File: src/rtl/rr_pkg.sv
// Shared definitions for the round-robin arbiter and its grant/transfer consumer:
// FSM state encoding plus one-hot helpers usable on any vector up to MAX_W bits.
package rr_pkg;

  typedef enum logic [1:0] {
    IDLE = 2'd0,
    XFER = 2'd1,
    ACK  = 2'd2
  } state_t;

  localparam int MAX_W = 32;

  // True when exactly one bit of v is set.
  function automatic logic is_onehot(input logic [MAX_W-1:0] v);
    return (v != '0) && ((v & (v - 32'd1)) == '0);
  endfunction

  // Index of the set bit of a one-hot vector (highest set bit if not one-hot).
  function automatic int onehot_idx(input logic [MAX_W-1:0] v);
    int idx;
    idx = 0;
    for (int i = 0; i < MAX_W; i++) begin
      if (v[i]) idx = i;
    end
    return idx;
  endfunction

endpackage

File: src/rtl/rr_grant_xfer_if.sv
// Signal bundle between the arbiter/requesters/downstream side (master) and the
// grant/transfer block (slave).
//
// Handshakes: a requester beat is consumed on a rising edge where req_pop[i]=1;
// req_pop only asserts while req_valid[i]=1. An output beat transfers on a rising
// edge where out_valid && out_ready; while out_valid && !out_ready the beat
// (out_data/out_src/out_last) is held unchanged, and out_valid never drops
// without a transfer except through reset.
interface rr_grant_xfer_if #(
  parameter int WIDTH  = 4,
  parameter int DATA_W = 8,
  parameter int LEN_W  = 4
);
  logic [WIDTH-1:0]        grant;
  logic [WIDTH-1:0]        req_valid;
  logic [WIDTH*DATA_W-1:0] req_data;
  logic [WIDTH*LEN_W-1:0]  req_len;
  logic [WIDTH-1:0]        req_pop;
  logic                    ack;
  logic                    out_valid;
  logic                    out_ready;
  logic [DATA_W-1:0]       out_data;
  logic [WIDTH-1:0]        out_src;
  logic                    out_last;
  logic                    err_grant;

  modport master (
    output grant, req_valid, req_data, req_len, out_ready,
    input  req_pop, ack, out_valid, out_data, out_src, out_last, err_grant
  );

  modport slave (
    input  grant, req_valid, req_data, req_len, out_ready,
    output req_pop, ack, out_valid, out_data, out_src, out_last, err_grant
  );
endinterface

File: src/rtl/rr_skid_fifo2.sv
// Two-entry FIFO with registered storage. A push is accepted when full if a pop
// happens the same cycle, so a single stream sustains one beat per cycle.
module rr_skid_fifo2 #(
  parameter int W = 13
) (
  input  logic         clk,
  input  logic         resetb,
  input  logic         in_valid,
  output logic         in_ready,
  input  logic [W-1:0] in_data,
  output logic         out_valid,
  input  logic         out_ready,
  output logic [W-1:0] out_data
);

  logic [W-1:0] mem0;
  logic [W-1:0] mem1;
  logic         rd_ptr;
  logic         wr_ptr;
  logic [1:0]   count;
  logic         push;
  logic         pop;

  // Flow control: full only blocks a push when the head is not leaving.
  always_comb begin
    out_valid = (count != 2'd0);
    in_ready  = (count != 2'd2) || out_ready;
    push      = in_valid && in_ready;
    pop       = out_valid && out_ready;
    out_data  = rd_ptr ? mem1 : mem0;
  end

  // Storage and pointers; on a full push+pop the write lands in the slot being freed.
  always_ff @(posedge clk) begin
    if (resetb) begin
      mem0   <= '0;
      mem1   <= '0;
      rd_ptr <= 1'b0;
      wr_ptr <= 1'b0;
      count  <= 2'd0;
    end else begin
      if (push) begin
        if (wr_ptr) mem1 <= in_data;
        else        mem0 <= in_data;
        wr_ptr <= ~wr_ptr;
      end
      if (pop) rd_ptr <= ~rd_ptr;
      case ({push, pop})
        2'b10:   count <= count + 2'd1;
        2'b01:   count <= count - 2'd1;
        default: ;
      endcase
    end
  end

endmodule

File: src/rtl/rr_grant_xfer.sv
// Consumer of the round-robin arbiter: latches a one-hot grant, moves req_len+1
// beats from the granted requester into the output FIFO, then pulses ack once.
import rr_pkg::*;

module rr_grant_xfer #(
  parameter int WIDTH  = 4,
  parameter int DATA_W = 8,
  parameter int LEN_W  = 4
) (
  input  logic           clk,
  input  logic           resetb,
  rr_grant_xfer_if.slave bus,
  output state_t         state
);

  localparam int PW = DATA_W + WIDTH + 1;

  state_t            state_q;
  state_t            state_d;
  logic [WIDTH-1:0]  sel;
  logic [LEN_W-1:0]  cnt;
  logic              err_q;
  logic              grant_onehot;
  logic              grant_multi;
  logic [LEN_W-1:0]  len_sel;
  logic [DATA_W-1:0] data_sel;
  logic              fifo_in_ready;
  logic              beat;
  logic [PW-1:0]     push_word;
  logic [PW-1:0]     pop_word;

  assign state = state_q;

  // Grant classification and one-hot muxing of the requester fields.
  always_comb begin
    grant_onehot = is_onehot(MAX_W'(bus.grant));
    grant_multi  = (bus.grant != '0) && !grant_onehot;
    len_sel      = '0;
    data_sel     = '0;
    for (int i = 0; i < WIDTH; i++) begin
      if (bus.grant[i]) len_sel  = bus.req_len[i*LEN_W +: LEN_W];
      if (sel[i])       data_sel = bus.req_data[i*DATA_W +: DATA_W];
    end
    // A beat is never consumed on a reset edge, so an aborted burst loses nothing
    // beyond what was already popped.
    beat      = (state_q == XFER) && !resetb && ((bus.req_valid & sel) != '0)
                && fifo_in_ready;
    push_word = {data_sel, sel, (cnt == '0)};
  end

  // FSM state register.
  always_ff @(posedge clk) begin
    if (resetb) state_q <= IDLE;
    else        state_q <= state_d;
  end

  // FSM next state: a burst ends on the beat pushed with cnt==0.
  always_comb begin
    state_d = state_q;
    case (state_q)
      IDLE:    if (grant_onehot) state_d = XFER;
      XFER:    if (beat && (cnt == '0)) state_d = ACK;
      ACK:     state_d = IDLE;
      default: state_d = IDLE;
    endcase
  end

  // Burst context: latched grant, remaining-beat counter and sticky grant error.
  always_ff @(posedge clk) begin
    if (resetb) begin
      sel   <= '0;
      cnt   <= '0;
      err_q <= 1'b0;
    end else begin
      if ((state_q == IDLE) && grant_onehot) begin
        sel <= bus.grant;
        cnt <= len_sel;
      end
      if ((state_q == IDLE) && grant_multi) err_q <= 1'b1;
      if (beat && (cnt != '0)) cnt <= cnt - 1'b1;
    end
  end

  // FSM outputs towards requesters and arbiter.
  always_comb begin
    bus.req_pop   = beat ? sel : '0;
    bus.ack       = (state_q == ACK);
    bus.err_grant = err_q;
  end

  rr_skid_fifo2 #(.W(PW)) u_fifo (
    .clk       (clk),
    .resetb    (resetb),
    .in_valid  (beat),
    .in_ready  (fifo_in_ready),
    .in_data   (push_word),
    .out_valid (bus.out_valid),
    .out_ready (bus.out_ready),
    .out_data  (pop_word)
  );

  assign {bus.out_data, bus.out_src, bus.out_last} = pop_word;

endmodule

File: src/flat_wrapper.sv
// flat-port wrapper written by rule: the top's interface ports become plain ports
module rr_grant_xfer_flat 
#(
  parameter int WIDTH  = 4,
  parameter int DATA_W = 8,
  parameter int LEN_W  = 4
)
  (clk, resetb, state, bus_grant, bus_req_valid, bus_req_data, bus_req_len, bus_out_ready, bus_req_pop, bus_ack, bus_out_valid, bus_out_data, bus_out_src, bus_out_last, bus_err_grant);
  rr_grant_xfer_if #(.WIDTH(WIDTH), .DATA_W(DATA_W), .LEN_W(LEN_W)) bus_i ();
  input  logic clk;
  input  logic resetb;
  output state_t state;
  input wire logic [$bits(bus_i.grant)-1:0] bus_grant;
  input wire logic [$bits(bus_i.req_valid)-1:0] bus_req_valid;
  input wire logic [$bits(bus_i.req_data)-1:0] bus_req_data;
  input wire logic [$bits(bus_i.req_len)-1:0] bus_req_len;
  input wire logic [$bits(bus_i.out_ready)-1:0] bus_out_ready;
  output wire logic [$bits(bus_i.req_pop)-1:0] bus_req_pop;
  output wire logic [$bits(bus_i.ack)-1:0] bus_ack;
  output wire logic [$bits(bus_i.out_valid)-1:0] bus_out_valid;
  output wire logic [$bits(bus_i.out_data)-1:0] bus_out_data;
  output wire logic [$bits(bus_i.out_src)-1:0] bus_out_src;
  output wire logic [$bits(bus_i.out_last)-1:0] bus_out_last;
  output wire logic [$bits(bus_i.err_grant)-1:0] bus_err_grant;
  assign bus_i.grant = bus_grant;
  assign bus_i.req_valid = bus_req_valid;
  assign bus_i.req_data = bus_req_data;
  assign bus_i.req_len = bus_req_len;
  assign bus_i.out_ready = bus_out_ready;
  assign bus_req_pop = bus_i.req_pop;
  assign bus_ack = bus_i.ack;
  assign bus_out_valid = bus_i.out_valid;
  assign bus_out_data = bus_i.out_data;
  assign bus_out_src = bus_i.out_src;
  assign bus_out_last = bus_i.out_last;
  assign bus_err_grant = bus_i.err_grant;
  rr_grant_xfer #(.WIDTH(WIDTH), .DATA_W(DATA_W), .LEN_W(LEN_W)) u_core (.clk(clk), .resetb(resetb), .bus(bus_i), .state(state));
endmodule
File: config.mk
export PLATFORM = sky130hd
export DESIGN_NAME = rr_grant_xfer_flat
export DESIGN_NICKNAME = d
export VERILOG_FILES = /design/src/rtl/rr_pkg.sv /design/src/rtl/rr_grant_xfer_if.sv /design/src/rtl/rr_skid_fifo2.sv /design/src/rtl/rr_grant_xfer.sv /design/src/flat_wrapper.sv
export SDC_FILE = /design/constraint.sdc
export NUM_CORES = 1
export LEC_CHECK = 0
export ABC_AREA = 1
export BUFFER_PORTS_ARGS = -buffer_cell sky130_fd_sc_hd__buf_2
export CAP_MARGIN = 20
export CORE_MARGIN = 3
export CORE_UTILIZATION = 55
export CTS_BUF_LIST = sky130_fd_sc_hd__clkbuf_4
export CTS_CLUSTER_DIAMETER = 200
export DETAILED_ROUTE_END_ITERATION = 16
export GPL_TIMING_DRIVEN = 0
export PLACE_DENSITY = 0.93
export REMOVE_ABC_BUFFERS = 1
export SLEW_MARGIN = 20
export SYNTH_ARGS = -nofsm -noshare
export SYNTH_HDL_FRONTEND = slang
export SYNTH_SLANG_ARGS = --single-unit
File: constraint.sdc
create_clock -name clk -period 3.5 [get_ports clk]
set_clock_uncertainty 0.1 [all_clocks]
set_input_delay 0 -clock clk [delete_from_list [all_inputs] [get_ports clk]]
set_output_delay 0 -clock clk [all_outputs]
set_load 0.01 [all_outputs]
==> flow_summary.ini <==
[detailed_routing]
drtIter0Drc = 269
vias = 2663
wl_um = 6540
drc_errors = 0
drt-pass1-iter-count = 6
antenna_left = 0
via_per_inst = 5.39
wire_per_inst_um = 13.2

[clocking]
cts_tree = yes
clockRootBuffer = clkbuf_4
cts.sinks = 41
insertion_delay_ns = 0.35
post_cts_buffers = 0
cts_buffers = 5
cts_buffer_depth = 2
clk_pin_slew_ns = 0.12
htree_levels = 2
cts_resized = 0

[placed_design]
placed_area_sq_um = 2640
place_congestion = 0.812
dp_hpwl_um = 4230
io_buffers = 80

[grt]
grt_max_degree = 31
grt-ovfl-total = 0
grt_pass1_vias = 2557
busiest_layer = met2
grt_util_met1_pct = 31.4
globalRouteMet2Util_pct = 46.9
antenna_found_initial = 0
grt_util_met3_pct = 4.32
grt_pass1_wl_um = 11000
gr-usage-all-layers_pct = 27.2

[synth]
synthSimpleGateAreaFrac_pct = 30.7
synth_adder_area_share_pct = 1.11
synth_top_family_by_area = simple AND/OR/NAND/NOR gates
synth_compound_area_share_pct = 22.4
synthMuxAreaShare_pct = 0
synth.distinct_cells = 30
syn_inst = 344
ys_seq_elements = 41
synth_area_sq_um = 2260
synth_xor_area_share_pct = 0.775
yosysWarnings = 0
yosysSeqAreaShare_pct = 36.3
syn_area_per_cell_sq_um = 6.57

[status]
status = finished, final reports clean

[floorplan]
rows = 22
die_y_um = 70.1
core_sq_um = 3800
fp.dieArea_sq_um = 4920
initial_core_util_pct = 59.5
pin_count = 81
die_width_um = 70.1

[cells_and_area]
diodes = 0
drive_above_1_share_pct = 24.4
area_growth_pct = 32.0
nNetsFinal = 507
fin_util_pct = 78.6
fin_area_sq_um = 2980

[timing]
hold_viol = 0
slew_viol_final = 0
finalCriticalPeriod_ns = 2.41
grt_setup_unrepaired = false
timing.hold.ws_ns = 0.0241
fin_tns_setup_ns = 0
fin_crit_sh_pct = 68.9
setup-violations-final = 0
relSlewSlack_pct = 52.4
tightest_slew_ns = 0.713
fmax_mhz = 415

[critical_path]
worst-setup-path-type = flop to flop
critPathLaunchType = flop
cp_data_required_time_ns = 3.68
crit_fanout = 14
cp-end-kind = flop
arrival_ns = 2.59

[power]
p_per_area_nw_per_um2 = 325
power_uw = 970
p_leak_nw = 1.41
irDropWorstVdd_mv = 0.274

[min_path]
hp-class = input port to flop

[flow_run]
drv_cap = 0
stage by stage:
stage	setup WS, ns	std cells
3_5_place_dp	1.29	457
3_3_place_gp	1.37	457
2_1_floorplan	1.62	329
6_report	1.09	494
5_1_grt	0.949	494
4_1_cts	1.15	494
power breakdown:
part           internal, mW  leakage (nW)  switching (mW)
clock                0.0722        0.0247           0.149
combinational         0.113          1.05           0.129
sequential            0.484         0.332          0.0222
total                 0.669          1.41           0.301
critical path, stage by stage (launching register included):
cell	delay [ns]
dfxtp_1	0.51
nor2_1	0.54
nand2_1	0.10
a21oi_1	0.19
o22ai_1	0.11
dlygate4sd3_1	0.61
a21oi_1	0.18
logic make-up after synthesis:
logic type | after synthesis
adders and majority gates | 2
DFF | 41
buffers and inverters | 45
xor gates and xnor gates | 2
and+or+nand+nor | 162
AOI/OAI and AO/OA | 92
flip-flops by register name (all words and copies together) (netlist names):
register / count
u_core.bus.err_grant: 1
u_core.cnt: 4
u_core.sel: 4
u_core.state: 2
u_core.u_fifo.count: 2
u_core.u_fifo.mem0: 13
u_core.u_fifo.mem1: 13
u_core.u_fifo.rd_ptr: 1
u_core.u_fifo.wr_ptr: 1
routing by layer:
layer | part of all wire (%) | up-vias | wire (um)
li1 | - | 1325 | -
met1 | 40 | 1187 | 2630
met2 | 49 | 123 | 3180
met3 | 6.8 | 28 | 442
met4 | 4.3 | 0 | 282
met5 | 0 | - | 0
final cells by class:
cell class | count | area, sq um
Multi-Input combinational cell | 258 | 1240
Sequential cell | 41 | 821
Fill cell | 264 | 815
Timing Repair Buffer | 110 | 701
Inverter | 30 | 113
Tap cell | 48 | 60.1
Clock buffer | 5 | 37.5
Clock inverter | 2 | 11.3
synth_stat cells, drive strengths merged:
| cell type | count | share of area, % |
|---|---|---|
| nand3 | 16 | 4.0 |
| clkinv | 2 | 0.33 |
| o21a | 1 | 0.33 |
| clkbuf | 5 | 0.83 |
| a21oi | 46 | 11 |
| buf | 10 | 3.0 |
| a31oi | 1 | 0.28 |
| nand2 | 122 | 21 |
| xor2 | 1 | 0.39 |
| nor2 | 21 | 5.0 |
| or2 | 2 | 0.55 |
| xnor2 | 1 | 0.39 |
| ha | 2 | 1.1 |
| nand4 | 1 | 0.28 |
| inv | 28 | 4.6 |
| dfxtp | 41 | 36 |
| o21ai | 33 | 7.6 |
| o211ai | 1 | 0.33 |
| o22ai | 10 | 2.8 |
what timing repair did:
action	CTS	global route
hold buffers	30	0
endpoints found under the hold margin	31	0
setup endpoints to repair	0	0
layout by cell type (no fill, tap or decap), types with 4 or more instances in the layout:
| cell | instances |
|---|---|
| clkbuf_4 | 5 |
| dlygate4sd3_1 | 30 |
| o22ai_1 | 10 |
| nor2_4 | 4 |
| o21ai_0 | 21 |
| nand3_1 | 14 |
| a21oi_1 | 41 |
| dfxtp_1 | 41 |
| a21oi_2 | 5 |
| nor2_1 | 15 |
| o21ai_1 | 10 |
| nand2_1 | 119 |
| inv_1 | 25 |
| buf_2 | 80 |
final timing paths:
kind	end	slack, ns	start	cells after the start
min reg2reg	u_core.u_fifo.mem0[1]$_SDFFE_PP0P_	0.36	u_core.u_fifo.mem0[1]$_SDFFE_PP0P_	2
max reg2reg	u_core.u_fifo.mem0[9]$_SDFFE_PP0P_	1.09	u_core.sel[1]$_SDFFE_PP0P_	6
max	u_core.u_fifo.mem0[9]$_SDFFE_PP0P_	1.09	u_core.sel[1]$_SDFFE_PP0P_	6
min	u_core.u_fifo.mem0[12]$_SDFFE_PP0P_	0.02	bus_req_data[23]	5
No activity file was read; power rests on OpenSTA's default activity.
